==> src/rtl/bpsk_demod_rx.sv <==
// BPSK receive path: integrate-and-dump symbol decisions, sync-word hunt and
// payload bit delivery with frame markers.
module bpsk_demod_rx #(
  parameter int unsigned SAMPLE_W    = 8,
  parameter int unsigned SPS         = 4,
  parameter int unsigned SYNC_LEN    = 8,
  parameter logic [31:0] SYNC_WORD   = 32'h0000_00A7,
  parameter int unsigned PAYLOAD_LEN = 16
) (
  input  logic                       clk,
  input  logic                       rst_n,
  input  logic signed [SAMPLE_W-1:0] sample_in,
  input  logic                       sample_valid,
  output logic                       bit_out,
  output logic                       bit_valid,
  output logic                       frame_start,
  output logic                       frame_done,
  output logic                       in_frame
);

  localparam int unsigned CNT_W  = $clog2(SPS);
  localparam int unsigned ACC_W  = SAMPLE_W + CNT_W;
  localparam int unsigned PCNT_W = (PAYLOAD_LEN > 1) ? $clog2(PAYLOAD_LEN) : 1;
  localparam logic [SYNC_LEN-1:0] SYNC_PAT = SYNC_WORD[SYNC_LEN-1:0];

  typedef enum logic {S_HUNT, S_PAYLOAD} state_t;

  logic signed [ACC_W-1:0] r_acc;
  logic [CNT_W-1:0]        r_cnt;
  logic [SYNC_LEN-1:0]     r_hist;
  logic [PCNT_W-1:0]       r_pcnt;
  state_t                  r_state;
  logic                    r_bit_out;
  logic                    r_bit_valid;
  logic                    r_frame_start;
  logic                    r_frame_done;
  logic                    r_in_frame;

  logic signed [ACC_W-1:0] w_sample_ext;
  logic signed [ACC_W-1:0] w_sum;
  logic                    w_dump;
  logic                    w_dec;
  logic [SYNC_LEN-1:0]     w_hist_shift;
  logic                    w_sync_hit;
  logic                    w_last_bit;

  state_t                  w_state_nx;
  logic [SYNC_LEN-1:0]     w_hist_nx;
  logic [PCNT_W-1:0]       w_pcnt_nx;
  logic                    w_bit_out_nx;
  logic                    w_bit_valid_nx;
  logic                    w_frame_start_nx;
  logic                    w_frame_done_nx;
  logic                    w_in_frame_nx;

  // Sign-extended accumulate; SPS samples of full-scale magnitude fit in ACC_W.
  always_comb begin
    w_sample_ext = {{CNT_W{sample_in[SAMPLE_W-1]}}, sample_in};
    w_sum        = r_acc + w_sample_ext;
    w_dump       = sample_valid && (r_cnt == CNT_W'(SPS - 1));
    w_dec        = !w_sum[ACC_W-1] && (w_sum != '0);
    w_hist_shift = {r_hist[SYNC_LEN-2:0], w_dec};
    w_sync_hit   = (w_hist_shift == SYNC_PAT);
    w_last_bit   = (r_pcnt == PCNT_W'(PAYLOAD_LEN - 1));
  end

  always_ff @(posedge clk or negedge rst_n) begin
    if (!rst_n) begin
      r_acc <= '0;
      r_cnt <= '0;
    end else if (sample_valid) begin
      if (w_dump) begin
        r_acc <= '0;
        r_cnt <= '0;
      end else begin
        r_acc <= w_sum;
        r_cnt <= r_cnt + CNT_W'(1);
      end
    end
  end

  always_ff @(posedge clk or negedge rst_n) begin
    if (!rst_n) begin
      r_state       <= S_HUNT;
      r_hist        <= '0;
      r_pcnt        <= '0;
      r_bit_out     <= 1'b0;
      r_bit_valid   <= 1'b0;
      r_frame_start <= 1'b0;
      r_frame_done  <= 1'b0;
      r_in_frame    <= 1'b0;
    end else begin
      r_state       <= w_state_nx;
      r_hist        <= w_hist_nx;
      r_pcnt        <= w_pcnt_nx;
      r_bit_out     <= w_bit_out_nx;
      r_bit_valid   <= w_bit_valid_nx;
      r_frame_start <= w_frame_start_nx;
      r_frame_done  <= w_frame_done_nx;
      r_in_frame    <= w_in_frame_nx;
    end
  end

  // in_frame defaults to "currently in PAYLOAD", which keeps it high through
  // the frame_done cycle since the state only leaves PAYLOAD on that edge.
  always_comb begin
    w_state_nx       = r_state;
    w_hist_nx        = r_hist;
    w_pcnt_nx        = r_pcnt;
    w_bit_out_nx     = r_bit_out;
    w_bit_valid_nx   = 1'b0;
    w_frame_start_nx = 1'b0;
    w_frame_done_nx  = 1'b0;
    w_in_frame_nx    = (r_state == S_PAYLOAD);
    if (w_dump) begin
      case (r_state)
        S_HUNT: begin
          if (w_sync_hit) begin
            w_frame_start_nx = 1'b1;
            w_in_frame_nx    = 1'b1;
            w_hist_nx        = '0;
            w_pcnt_nx        = '0;
            w_state_nx       = S_PAYLOAD;
          end else begin
            w_hist_nx = w_hist_shift;
          end
        end
        S_PAYLOAD: begin
          w_bit_valid_nx = 1'b1;
          w_bit_out_nx   = w_dec;
          w_hist_nx      = w_hist_shift;
          w_pcnt_nx      = r_pcnt + PCNT_W'(1);
          if (w_last_bit) begin
            w_frame_done_nx = 1'b1;
            w_hist_nx       = '0;
            w_pcnt_nx       = '0;
            w_state_nx      = S_HUNT;
          end
        end
        default: w_state_nx = S_HUNT;
      endcase
    end
  end

  assign bit_out     = r_bit_out;
  assign bit_valid   = r_bit_valid;
  assign frame_start = r_frame_start;
  assign frame_done  = r_frame_done;
  assign in_frame    = r_in_frame;

endmodule

==> config.mk <==
export PLATFORM = sky130hd
export DESIGN_NAME = bpsk_demod_rx
export DESIGN_NICKNAME = d
export VERILOG_FILES = /design/src/rtl/bpsk_demod_rx.sv
export SDC_FILE = /design/constraint.sdc
export NUM_CORES = 1
export LEC_CHECK = 0
export CAP_MARGIN = 40
export CORE_ASPECT_RATIO = 1.5
export CORE_MARGIN = 3
export CORE_UTILIZATION = 35
export CTS_CLUSTER_DIAMETER = 100
export CTS_CLUSTER_SIZE = 16
export DETAILED_ROUTE_END_ITERATION = 10
export GPL_TIMING_DRIVEN = 1
export SLEW_MARGIN = 20
export SYNTH_ARGS = -nofsm -noshare
export SYNTH_HDL_FRONTEND = slang
export SYNTH_SLANG_ARGS = --single-unit
==> constraint.sdc <==
create_clock -name clk -period 5.7 [get_ports clk]
set_input_delay 1.14 -clock clk [delete_from_list [all_inputs] [get_ports clk]]
set_output_delay 1.14 -clock clk [all_outputs]
set_load 0.005 [all_outputs]
==> results of run 1 <==
[report_power, final]
| part | total [W] | internal, W | leakage [nW] | switching [W] |
|---|---|---|---|---|
| combinational | 0.000499 | 0.000204 | 0.518 | 0.000296 |
| sequential | 0.000306 | 0.000266 | 0.380 | 0.0000396 |
| clock | 0.000170 | 0.0000841 | 0.0439 | 0.0000857 |
[flip-flops by register name (all words and copies together), names as in the netlist]
signal       cells
in_frame         1
r_hist           7
frame_start      1
r_cnt            2
frame_done       1
bit_valid        1
r_state          1
r_pcnt           4
r_acc           10
bit_out          1
[logic make-up (layout without fill, tap and decap cells)]
group | Yosys count | count (layout) | synth area share
simple gates | 65 | 65 | 0.188
mux | 3 | 3 | 0.0168
flops | 29 | 29 | 0.389
compound gates | 64 | 64 | 0.265
buf+inv | 18 | 37 | 0.0382
xor+xnor | 4 | 4 | 0.0188
fa+ha+maj | 12 | 12 | 0.0845
[metal layers]
| layer | routed length, um | vias to the layer above | track usage | part of all wire |
|---|---|---|---|---|
| li1 | - | 757 | - | - |
| met1 | 1770 | 736 | 0.178 | 0.42 |
| met2 | 2170 | 31 | 0.261 | 0.52 |
| met3 | 98 | 11 | 0.0342 | 0.023 |
| met4 | 152 | 0 | 0.0934 | 0.036 |
| met5 | 0 | - | 0 | 0 |
[final timing paths]
kind                               from   endpoint
min reg2reg                    r_cnt[0]   r_cnt[0]
max reg2reg                    r_acc[0]  r_hist[0]
min                            r_cnt[0]   r_cnt[0]
max in group asynchronous         rst_n  r_hist[4]
max                        sample_in[0]  r_hist[0]
min in group asynchronous         rst_n  r_pcnt[1]
[cells in the mapped netlist, types with 2 or more instances]
master	instances
a32oi_1	2
nor2_1	8
nor3_1	3
and2_1	2
nand2b_1	5
a21oi_1	8
nor2b_1	2
ha_1	11
nand2_1	26
nand4b_1	2
nand3_1	3
mux2i_1	2
and3_1	2
clkbuf_1	2
xor2_1	3
a31oi_1	6
o2bb2ai_1	4
buf_2	2
or3_1	2
a211oi_1	4
o21ai_0	7
inv_1	13
or2_1	2
o21ai_1	5
a22o_1	8
dfrtp_1	29
o211ai_1	3
[metrics by stage]
stage | setup slack, ns | utilization | area, um^2
after floorplan | 2.64 | - | 1870
after global placement | 1.97 | 0.416 | 2080
after detailed placement | 1.94 | 0.416 | 2080
after CTS | 2.23 | 0.434 | 2170
after global routing | 2.00 | 0.434 | 2170
final | 2.21 | 0.434 | 2170
[final cells by class]
class                      instances  area (um^2)
clock buffer                       5         68.8
clock inverter                     3         17.5
fill                             483         2830
inverter                          13         48.8
multi-input combinational        148         1070
sequential                        29          726
tap                               66         82.6
timing repair buffer              16          158
[layout by cell type (no fill, tap or decap), types with 6 or more instances in the layout]
cell type         n
dfrtp_1          29
a22o_1            8
ha_1             11
inv_1            13
nor2_1            8
a21oi_1           8
o21ai_0           7
a31oi_1           6
nand2_1          26
clkdlybuf4s50_1  15
==> summary.txt, run 1 <==
Finish
  • Cell Count, Final, Fillers Out: 280
  • Area grow syn2layout: 16.3%
  • Ant diodes: 0
  • Fraction of layout cells with a size suffix above 1: 0.0981
  • Nets: 236

GRT
  • Overall Global Routing Usage: 0.155
  • Vias in the first global route: 1,651
  • Global-route wire length before repair: 7460 um
  • Initial antenna violation count: 0
  • Largest net degree at the start of global routing: 30
  • GRT overflow: 0

Timing
  • Final Setup Violations: 0
  • Hold slack: 0.485 ns
  • RSZ-0062 raised after global routing: no
  • Fmax: 286 MHz
  • Min cycle time layout: 3.49 ns
  • Sum of negative setup slack: 0 ns
  • Hold Fails Final Rpt: 0
  • Slew HR: 0.715
  • Skew final: 0.00529 ns
  • Final period utilization: 0.613
  • Worst Tran Pin Value: 0.425 ns
  • Final slew viol count: 0

CTS
  • Post-CTS resize count: 0
  • Clock Latency Late Sink: 0.28 ns
  • Reg clk slew, reported paths: 0.06 ns
  • H-tree levels: 2
  • CTS root buf: clkbuf_8
  • Setup Fix Bufs, Post-CTS: 0
  • Clock sinks: 29
  • TritonCTS Buffers: 5
  • Clk buf depth: 2
  • Hold_buf cts: 0
  • TritonCTS clock tree: built

Logic synthesis
  • Mapped Nets: 218
  • YS warnings: 0
  • Sequential fraction of the synthesis area: 0.389
  • Dominant synthesized flop cell: dfrtp_1
  • Post-synth top area share: 0.389
  • Post-synth EDFFs: 0
  • Dominant cells by area after synthesis: dfrtp_1, ha_1, nand2_1
  • FF+latch count, synth: 29
  • Number of library cell types mapped by synthesis: 56
  • Largest area contributor in the synthesized netlist: dfrtp_1
  • Mapped cell area: 1870 um^2
  • Mean Syn Cell Area: 9.57 um^2
  • Synth Instances: 195
  • Asr flop ratio synth: 1.00

Route
  • Routed Antenna Nets: 0
  • Vias per cell: 5.48
  • Final Routed Wirelength: 4180 um
  • Routed via count: 1,535
  • Routed len/inst: 14.9 um
  • Initial detailed-routing violation count: 58
  • Pre-antenna DRT Iters: 4
  • Residual DRC count: 0

Worst setup path
  • R2R setup slack: 3.17 ns
  • Buf/Inv on CP: 2
  • Crit path DAT: 3.66 ns
  • Worst Reg-to-Reg Cells: 9
  • Critical path required time: 5.87 ns
  • Largest stage delay on the critical path: 0.46 ns
  • CP delay by family, top: simple AND/OR/NAND/NOR gates
  • Setup crit start kind: input port
  • WS Path Type: in -> reg
  • Stages on worst setup path: 10
  • Critical-path cell list: clkdlybuf4s50_1, ha_1, inv_1, fa_1, nand2b_1, a21oi_1, mux2i_1, nor3_1, nand3_4, a22o_1
  • Crit path capture type: flop
  • Highest net fanout along the worst path: 9
  • Worst path slowest cell: clkdlybuf4s50_1

Hold path
  • Hold Path Depth: 1
  • Hold Crit Class: reg -> reg

Floorplan
  • Initial Util: 0.373
  • Die X: 65.6 um
  • Core Box Area: 5000 um^2
  • Ports: 16
  • Num rows: 31
  • Die Height: 95.4 um
  • Die Area: 6260 um^2

Power
  • PD cells: 450 nW/um^2
  • Peak supply drop: 0.000222 V
  • Pleak: 0.942 nW
  • Total power: 0.000975 W

Placed design
  • Post-DP HPWL: 3150 um
  • Input/output buffers: 15
  • Post-Place Cells: 272
  • RD Place Congestion: 0.890

Status
  • Status: finished clean

Run
  • Max-cap viol count: 0
(Power assumes the default switching activity.)
==> inputs of run 2 (changes only) <==
Clock period 5.7 ns to 3.2 ns, I/O delays scaled along.
==> run 2 against run 1 <==
Effect of this change: global-route usage is 0.072 points higher; count of clock-buffer cells in the layout up 1; worst hold slack worse by 0.0024 ns.
==> summary.txt, run 2 (synthesized netlist as in run 1, its figures left out) <==
Route
  • Routed len/inst: 15.4 um
  • Vias per cell: 5.52
  • Routed via count: 1,568
  • Routed Antenna Nets: 0
  • Residual DRC count: 0
  • Final Routed Wirelength: 4370 um
  • Pre-antenna DRT Iters: 4
  • Initial detailed-routing violation count: 73

GRT
  • Global-route wire length before repair: 7270 um
  • Overall Global Routing Usage: 0.156
  • Largest net degree at the start of global routing: 30
  • GRT overflow: 0
  • Initial antenna violation count: 0
  • Vias in the first global route: 1,594

Timing
  • Slew HR: 0.698
  • Final slew viol count: 0
  • Worst Tran Pin Value: 0.450 ns
  • Final period utilization: 0.901
  • Min cycle time layout: 2.88 ns
  • Sum of negative setup slack: 0 ns
  • Final WS setup: 0.318 ns
  • Hold Fails Final Rpt: 0
  • RSZ-0062 raised after global routing: no
  • Skew final: 0.00780 ns
  • Fmax: 347 MHz
  • Final Setup Violations: 0

Finish
  • Layout filler cell count: 500
  • Nets: 240
  • Top Registers: r_acc x10, r_hist x7, r_pcnt x4
  • Cell Count, Final, Fillers Out: 284
  • Most common cell after layout, fill and taps aside: dfrtp_1
  • Ant diodes: 0
  • Most flops, register: r_acc
  • Commonest non-fill, non-tap cells in the layout: dfrtp_1, nand2_1, clkdlybuf4s50_1
  • Largest register FFs: 10
  • Fraction of layout cells with a size suffix above 1: 0.110
  • Area grow syn2layout: 17.7%
  • Final Util: 0.439

Floorplan
  • Ports: 16
  • Core Box Area: 5000 um^2
  • Num rows: 31
  • Initial Util: 0.373
  • Die X: 65.6 um
  • Die Area: 6260 um^2
  • Die Height: 95.4 um

Power
  • Internal power: 0.00101 W
  • Switching power: 0.000768 W
  • PD cells: 811 nW/um^2
  • Pleak: 0.964 nW
  • Part of the power in the clock network: 0.170
  • Seq pwr share: 0.306
  • Peak supply drop: 0.000340 V
  • Total power: 0.00178 W
  • Switching share of power: 0.431
  • Logic pwr share: 0.525

Hold path
  • Hold Crit Class: reg -> reg

CTS
  • H-tree levels: 2
  • Clock sinks: 29
  • TritonCTS Buffers: 5
  • TritonCTS clock tree: built
  • Reg clk slew, reported paths: 0.07 ns
  • Clk buf depth: 2
  • Clock Latency Late Sink: 0.29 ns
  • Hold_buf cts: 0
  • CTS root buf: clkbuf_8
  • Setup Fix Bufs, Post-CTS: 0
  • Post-CTS resize count: 0

Run
  • Max-cap viol count: 0

Worst setup path
  • Highest net fanout along the worst path: 2
  • WS Path Type: in -> reg
  • Crit path DAT: 3.05 ns
  • Critical path required time: 3.37 ns
  • Crit path capture type: flop
  • Setup crit start kind: input port

Placed design
  • Input/output buffers: 15
  • Post-Place Cells: 276
  • Place WS: 0.0327 ns
  • RD Place Congestion: 0.822
  • Post-DP HPWL: 3260 um

Status
  • Status: finished clean
run 2: changes by cell type in the layout (fill, tap and decap cells not counted):
cell and change:
clkinvlp_4 -1, clkbuf_1 +1, buf_4 +4
run 2: through the flow:
step / area (um^2) / hold WS, ns
2_1_floorplan: 1870 / 0.344
3_3_place_gp: 2110 / 0.471
3_5_place_dp: 2110 / 0.477
4_1_cts: 2200 / 0.486
5_1_grt: 2200 / 0.507
6_report: 2200 / 0.482
run 2: worst max-delay path, stage by stage:
cell,delay [ns]
clkdlybuf4s50_1,0.46
ha_1,0.17
inv_1,0.06
fa_1,0.38
nand2b_1,0.18
a21oi_1,0.29
mux2i_1,0.14
nor3_1,0.22
buf_4,0.16
a31oi_1,0.10
or2_1,0.24
run 2: layer usage:
layer	track usage	up-vias	wire length (um)
met2	0.282	28	2280
li1	-	764	-
met5	0	-	0
met3	0.0342	12	113
met1	0.163	764	1810
met4	0.0917	0	165
run 2: final timing paths:
check | startpoint | cells after the start | slack (ns) | endpoint
max | sample_in[0] | 11 | 0.32 | in_frame
min | r_cnt[0] | 1 | 0.48 | r_cnt[0]
max reg2reg | r_acc[0] | 10 | 0.77 | in_frame
min reg2reg | r_cnt[0] | 1 | 0.48 | r_cnt[0]
max in group asynchronous | rst_n | 2 | 2.17 | r_cnt[1]
min in group asynchronous | rst_n | 2 | 0.75 | r_pcnt[2]
run 2: power by group through the flow:
stage | sequential [W] | clock, W | combinational (W)
after floorplan | 0.000531 | 0 | 0.000709
after global placement | 0.000549 | 0 | 0.000918
after detailed placement | 0.000551 | 0 | 0.000928
after CTS | 0.000545 | 0.000311 | 0.000934
after global routing | 0.000558 | 0.000323 | 0.00104
final | 0.000544 | 0.000302 | 0.000935
run 2: layout make-up:
cell class,count,area (um^2),share of cell area
tap,66,82.6,0.0376
timing repair buffer,20,188,0.0855
multi-input combinational,148,1070,0.487
sequential,29,726,0.330
inverter,13,48.8,0.0222
clock inverter,2,10.0,0.00456
clock buffer,6,72.6,0.0330
